## src/rtl/sr_pkg.sv

```systemverilog
// Shared types and helpers for the sr_bank SR storage cell bank.
// The optional violation counters are enabled by defining SR_VIOL_CNT_EN.
package sr_pkg;

    typedef enum logic [1:0] {
        SR_HOLD,
        SR_SET,
        SR_RESET,
        SR_TOGGLE
    } sr_mode_e;

    // Resolves the S=R=1 case for a given mode and current stored value.
    function automatic logic sr_next(input sr_mode_e mode, input logic q);
        logic nq;
        nq = q;
        case (mode)
            SR_HOLD:   nq = q;
            SR_SET:    nq = 1'b1;
            SR_RESET:  nq = 1'b0;
            SR_TOGGLE: nq = ~q;
            default:   nq = q;
        endcase
        return nq;
    endfunction

endpackage

```

## src/rtl/sr_cell.sv

```systemverilog
// One clocked SR channel: q flop, S/R edge registers, sticky violation flag
// and, when SR_VIOL_CNT_EN is defined, a saturating violation counter.
module sr_cell
    import sr_pkg::*;
#(
    parameter sr_mode_e MODE  = SR_HOLD,
    parameter int       EDGE  = 0,
    parameter int       CNT_W = 4
) (
    input  logic             clk,
    input  logic             rst_n,
    input  logic             s,
    input  logic             r,
    input  logic             ps,
    input  logic             pr,
    input  logic             viol_clr,
    output logic             q,
    output logic             viol
`ifdef SR_VIOL_CNT_EN
    ,
    output logic [CNT_W-1:0] viol_cnt
`endif
);

    logic s_prev;
    logic r_prev;
    logic s_eff;
    logic r_eff;
    logic both;
    logic viol_now;
    logic q_next;

    assign s_eff    = (EDGE != 0) ? (s & ~s_prev) : s;
    assign r_eff    = (EDGE != 0) ? (r & ~r_prev) : r;
    assign both     = s_eff & r_eff;
    // An S=R clash still counts as a violation while ps/pr override q.
    assign viol_now = (pr & ps) | both;

    always_comb begin
        q_next = q;
        if (pr)
            q_next = 1'b0;
        else if (ps)
            q_next = 1'b1;
        else if (both)
            q_next = sr_next(MODE, q);
        else if (s_eff)
            q_next = 1'b1;
        else if (r_eff)
            q_next = 1'b0;
    end

    // NOTE: state registers use non-blocking assignments so every flop samples
    // the pre-edge values; every register here is reset, none is a memory.
    always_ff @(posedge clk or negedge rst_n) begin
        if (!rst_n) begin
            q      <= 1'b0;
            s_prev <= 1'b0;
            r_prev <= 1'b0;
            viol   <= 1'b0;
        end else begin
            q      <= q_next;
            s_prev <= s;
            r_prev <= r;
            if (viol_now)
                viol <= 1'b1;
            else if (viol_clr)
                viol <= 1'b0;
        end
    end

`ifdef SR_VIOL_CNT_EN
    logic [CNT_W-1:0] cnt;

    // A clear in the same cycle as a violation restarts the count at one.
    always_ff @(posedge clk or negedge rst_n) begin
        if (!rst_n)
            cnt <= '0;
        else if (viol_clr)
            cnt <= viol_now ? CNT_W'(1) : '0;
        else if (viol_now && (cnt != '1))
            cnt <= cnt + CNT_W'(1);
    end

    assign viol_cnt = cnt;
`endif

endmodule

```

## src/rtl/sr_bank.sv

```systemverilog
// Bank of WIDTH independent clocked SR cells with violation flags; per-channel
// saturating violation counters and the viol_cnt port exist only under SR_VIOL_CNT_EN.
module sr_bank
    import sr_pkg::*;
#(
    parameter int       WIDTH = 8,
    parameter sr_mode_e MODE  = SR_HOLD,
    parameter int       EDGE  = 0,
    parameter int       CNT_W = 4
) (
    input  logic                   clk,
    input  logic                   rst_n,
    input  logic [WIDTH-1:0]       s,
    input  logic [WIDTH-1:0]       r,
    input  logic [WIDTH-1:0]       ps,
    input  logic [WIDTH-1:0]       pr,
    input  logic                   viol_clr,
    output logic [WIDTH-1:0]       q,
    output logic [WIDTH-1:0]       qb,
    output logic [WIDTH-1:0]       viol
`ifdef SR_VIOL_CNT_EN
    ,
    output logic [WIDTH*CNT_W-1:0] viol_cnt
`endif
);

    for (genvar i = 0; i < WIDTH; i++) begin : g_cell
        sr_cell #(
            .MODE  (MODE),
            .EDGE  (EDGE),
            .CNT_W (CNT_W)
        ) u_cell (
            .clk      (clk),
            .rst_n    (rst_n),
            .s        (s[i]),
            .r        (r[i]),
            .ps       (ps[i]),
            .pr       (pr[i]),
            .viol_clr (viol_clr),
            .q        (q[i]),
            .viol     (viol[i])
`ifdef SR_VIOL_CNT_EN
            ,
            .viol_cnt (viol_cnt[i*CNT_W +: CNT_W])
`endif
        );
    end

    // qb comes straight off the q flops so it can never skew against q.
    assign qb = ~q;

endmodule

```

## config.mk

```make
export PLATFORM = sky130hd
export DESIGN_NAME = sr_bank
export DESIGN_NICKNAME = d
export VERILOG_FILES = /design/src/rtl/sr_pkg.sv /design/src/rtl/sr_cell.sv /design/src/rtl/sr_bank.sv
export SDC_FILE = /design/constraint.sdc
export NUM_CORES = 1
export LEC_CHECK = 0
export CORE_MARGIN = 1.5
export CORE_UTILIZATION = 35
export CTS_CLUSTER_SIZE = 30
export DETAILED_ROUTE_END_ITERATION = 6
export PLACE_DENSITY = 0.79
export SLEW_MARGIN = 15
export SYNTH_ARGS = -nofsm -noshare
export SYNTH_HDL_FRONTEND = slang
export SYNTH_SLANG_ARGS = --single-unit
```

## constraint.sdc

```tcl
create_clock -name clk -period 0.8 [get_ports clk]
set_clock_uncertainty 0.05 [all_clocks]
set_input_delay 0.16 -clock clk [delete_from_list [all_inputs] [get_ports clk]]
set_output_delay 0.16 -clock clk [all_outputs]
set_load 0.02 [all_outputs]
```

; ---- Word level (Yosys, flattened, before mapping)
; Index checks and enable logic that the tools add are counted.
[totals]
out_inout_bits = 24
ff_bits = 16
in_bits = 35
[classes]
muxes = 49
n_reduce_logical = 24
bitwise = 25
n_eq_ne = 8
[op_table]
columns = op, count
row1 = $mux 1, 49
row2 = $reduce_bool 4->1, 8
row3 = $ne 3x3->1 const B, 8
row4 = $and 1x1->1, 16
row5 = $reduce_and 2->1, 8
row6 = $reduce_bool 2->1, 8
row7 = $not 8->8, 1
row8 = $or 1x1->1, 8

; ---- Logic depth before layout (Yosys ltp)
[depth]
ltp_word = 5
depth_mapped = 2
ltp_nobuf = 2

; ---- Modules after synthesis
; Synthesis repeated with hierarchy kept, for this count alone.
[hier_totals]
cells_unflattened = 80
area_unflattened_um2 = 790.8
[by_module_without_submodules]
columns = mod, seq_area_each_um2, area_each_um2, cells_per_inst, instances
row1 = sr_cell, 50.0, 95.1, 9, 8
row2 = sr_bank, 0.0, 30.0, 8, 1

; ---- Worst setup path after synthesis
; Ideal clock, no wire load.
[synth_path]
kind = register to register
startpoint = reg, netlist name g_cell[0].u_cell.q
endpoint = reg g_cell[0].u_cell.q
arrival_time_ps = 670
period_less_slack_ps = 820
path_buffers = 0
setup_time_ps = 99
slack_ps = -20
path_stages_with_launch = 3
path_cell_list = dfrtp_1 -> inv_1 -> a311oi_1
[synth_rtl]
columns = element, line_no
row1 = end signal: assignment, sr_cell.sv:62  ; q <= q_next;
row2 = end: declaration, sr_cell.sv:17  ; output logic q,

; ---- Worst setup path in the final report
[layout_path]
startpoint = reg g_cell[0].u_cell.q
endpoint = out qb[0]
[layout_between]
elab_chain_len = 1
[layout_rtl]
columns = element, line_no
row1 = $not 8->8, sr_bank.sv:50  ; assign qb = ~q;
row2 = end: declaration, sr_bank.sv:19  ; output logic [WIDTH-1:0] qb,
; No other way between the ends.

==> reports/summary.txt <==
Final setup viols -> 33
Worst-Margin Slew -> 254 ps
Worst path max stage delay -> 420 ps
Slew HR -> 83.0%
crit path max-delay cell type -> dfrtp_1
crit path launch type -> flip-flop
CTS Buf Count -> 3
# IOs -> 59
Placer Congestion -> 0.699
post-route clock period utilization -> 137%
critical path fanouts, max -> 2
met1 GRT Util -> 18.7%
Placement Setup Slack -> -445 ps
Seq/Total Area, Yosys -> 44.9%
share of cells above drive strength 1 -> 46.3%
worst vdd ir -> 1000 uV
Reg2Reg Depth -> 4
GRT met2 Usage -> 31.3%
Initial DRT Pass Iterations -> 4
DP HPWL -> 1.79 mm
WS Path Type -> flip-flop to output port
Placed Cells -> 175
via count -> 911
number of remaining DRC errors -> 0
WP data arrival -> 890 ps
r2r setup slk -> -230 ps
Routed WL per cell -> 13.4 um
final setup margin -> -299 ps
Static Leakage -> 0.847 nW
Final ANT Viol Nets -> 0
RSZ-0062 raised after global routing -> yes
met3 global-route usage -> 3.67%
status -> finished with violations
Max Slew Vio Count -> 0
Total Power Consumption -> 2.34 mW
Area growth, synth to finish -> 88.9%
clk sinks -> 16
CTS tree -> yes
Port Buffers -> 58
failing checks -> negative setup slack
die height -> 53.5 um
initial cell density of the core -> 36.6%
CP endpoint -> qb[0]
Net Count, Synth -> 131
Nets -> 196
crit path capture type -> output port
Final Hold Fails -> 0
vias in the first global route -> 831
busiest layer in global routing -> met2
Crit Reg-Reg Endpoint -> g_cell[4].u_cell.q$_DFFE_PN0P_
largest net degree at the start of global routing -> 10
CTS Hold Bufs -> 0
worst r2r src -> g_cell[4].u_cell.q$_DFFE_PN0P_
post-layout min period -> 1100 ps
worst skew pair latency -> 270 ps
largest area contributor in the netlist -> dfrtp_1
Clock Root Buffer -> clkbuf_4
Final Non-Filler Cells -> 190
Top delay family on crit path -> flip-flops
CTS max path bufs -> 2
max-cap violations -> 0
critical path data required time -> 590 ps
Netlist cell types -> 8
hold slack -> 86.0 ps
Max Fclk -> 0.910 GHz
core footprint -> 2430 um2
final WL -> 2.54 mm
Tot GR Track Use -> 16.8%
Cells after Synth -> 96
WP buf/inv -> 2
die area -> 2860 um2
chain of cells forming the critical path -> inv_2 > buf_6
Synth Area per Inst -> 9.28 um2
initial antenna violation count -> 0
number of synthesized register bits -> 16
YS warnings -> 0
# fillers -> 168
ant diodes -> 0
width of the die -> 53.5 um
synthesized cell area -> 891 um2
Synth top area share -> 44.9%
Min-Delay Path Class -> input pin to flip-flop
FP Rows -> 18
Crit path depth -> 2
pwr/cell area -> 1390 nW/um2
Worst Setup SP -> g_cell[0].u_cell.q$_DFFE_PN0P_
DR iter-0 viols -> 7
Clock transition at path regs -> 90 ps
H-Tree Depth -> 1
final core occ -> 69.2%
synth top area cells -> dfrtp_1, buf_4, inv_1, a311oi_1, a22oi_1
vias per cell -> 4.79
GR Overflow Total -> 0
first-pass GRT wire length -> 3.47 mm
[registers in the layout, summed over array words and instances (netlist names)]
signal / count
g_cell.u_cell.q: 8
g_cell.u_cell.viol: 8
[cells by family (layout without fill, tap and decap cells)]
| family | Yosys count | count (layout) | share of synthesized area, % |
|---|---|---|---|
| buffers and inverters | 40 | 104 | 23.6 |
| AO/OA/AOI/OAI | 24 | 24 | 19.1 |
| flip-flops | 16 | 16 | 44.9 |
| AND/OR/NAND/NOR | 16 | 16 | 12.4 |
[layout by cell type, fill, tap and decap left out, drive strengths merged]
cell type and instances:
nor3b 8, dlygate4sd2 14, clkbuf 4, buf 42
a22oi 8, clkdlybuf4s50 16, o21ai 8, dlymetal6s2s 4
nand2b 8, a311oi 8, inv 24, dfrtp 16
[area by class of cell]
cell class | instances | area, um2 | area share, %
inverter | 24 | 90.1 | 5.35
multi-input combinational | 40 | 384 | 22.8
timing repair buffer | 76 | 734 | 43.6
tap | 30 | 37.5 | 2.23
clock buffer | 4 | 36.3 | 2.16
sequential | 16 | 400 | 23.8
[synth_stat cells]
library cell  count
inv_1            24
buf_4            16
dfrtp_1          16
a22oi_1           8
a311oi_1          8
nand2b_1          8
nor3b_1           8
o21ai_0           8
[metal layers]
layer	routed length [um]	share of wire (%)	vias up
met5	0	0	-
met4	6	0.24	0
met3	188	7.4	2
met2	1330	52	37
met1	1010	40	429
li1	-	-	443
[through the flow]
stage	area, um2	TNS [ps]
after floorplan	891	0
after global placement	1440	-13930
after detailed placement	1440	-14640
after CTS	1580	-6740
after global routing	1680	-8380
final	1680	-7060
[how the worst min path moves through the flow]
stage	startpoint	end	cells after the start
detailed placement	rst_n	g_cell[7].u_cell.q$_DFFE_PN0P_	2
global placement	rst_n	g_cell[5].u_cell.viol$_DFFE_PN0P_	2
global route	pr[3]	g_cell[3].u_cell.q$_DFFE_PN0P_	2
floorplan	rst_n	g_cell[0].u_cell.q$_DFFE_PN0P_	0
finish	pr[3]	g_cell[3].u_cell.q$_DFFE_PN0P_	2
CTS	rst_n	g_cell[7].u_cell.q$_DFFE_PN0P_	2
[repair_timing]
| item | in CTS | in global routing |
|---|---|---|
| buffers inserted | 6 | 7 |
| gates resized for setup | 167 | 21 |
| pin swaps | 10 | 5 |
| endpoints found under the setup margin | 37 | 38 |
[report_power, final]
part           switching, mW  internal [mW]  total, mW
Clock                  0.236          0.276      0.512
Sequential            0.0572          0.880      0.937
Combinational          0.395          0.495      0.889
Total                  0.688           1.65       2.34
Power figures use the tool's default switching activity.
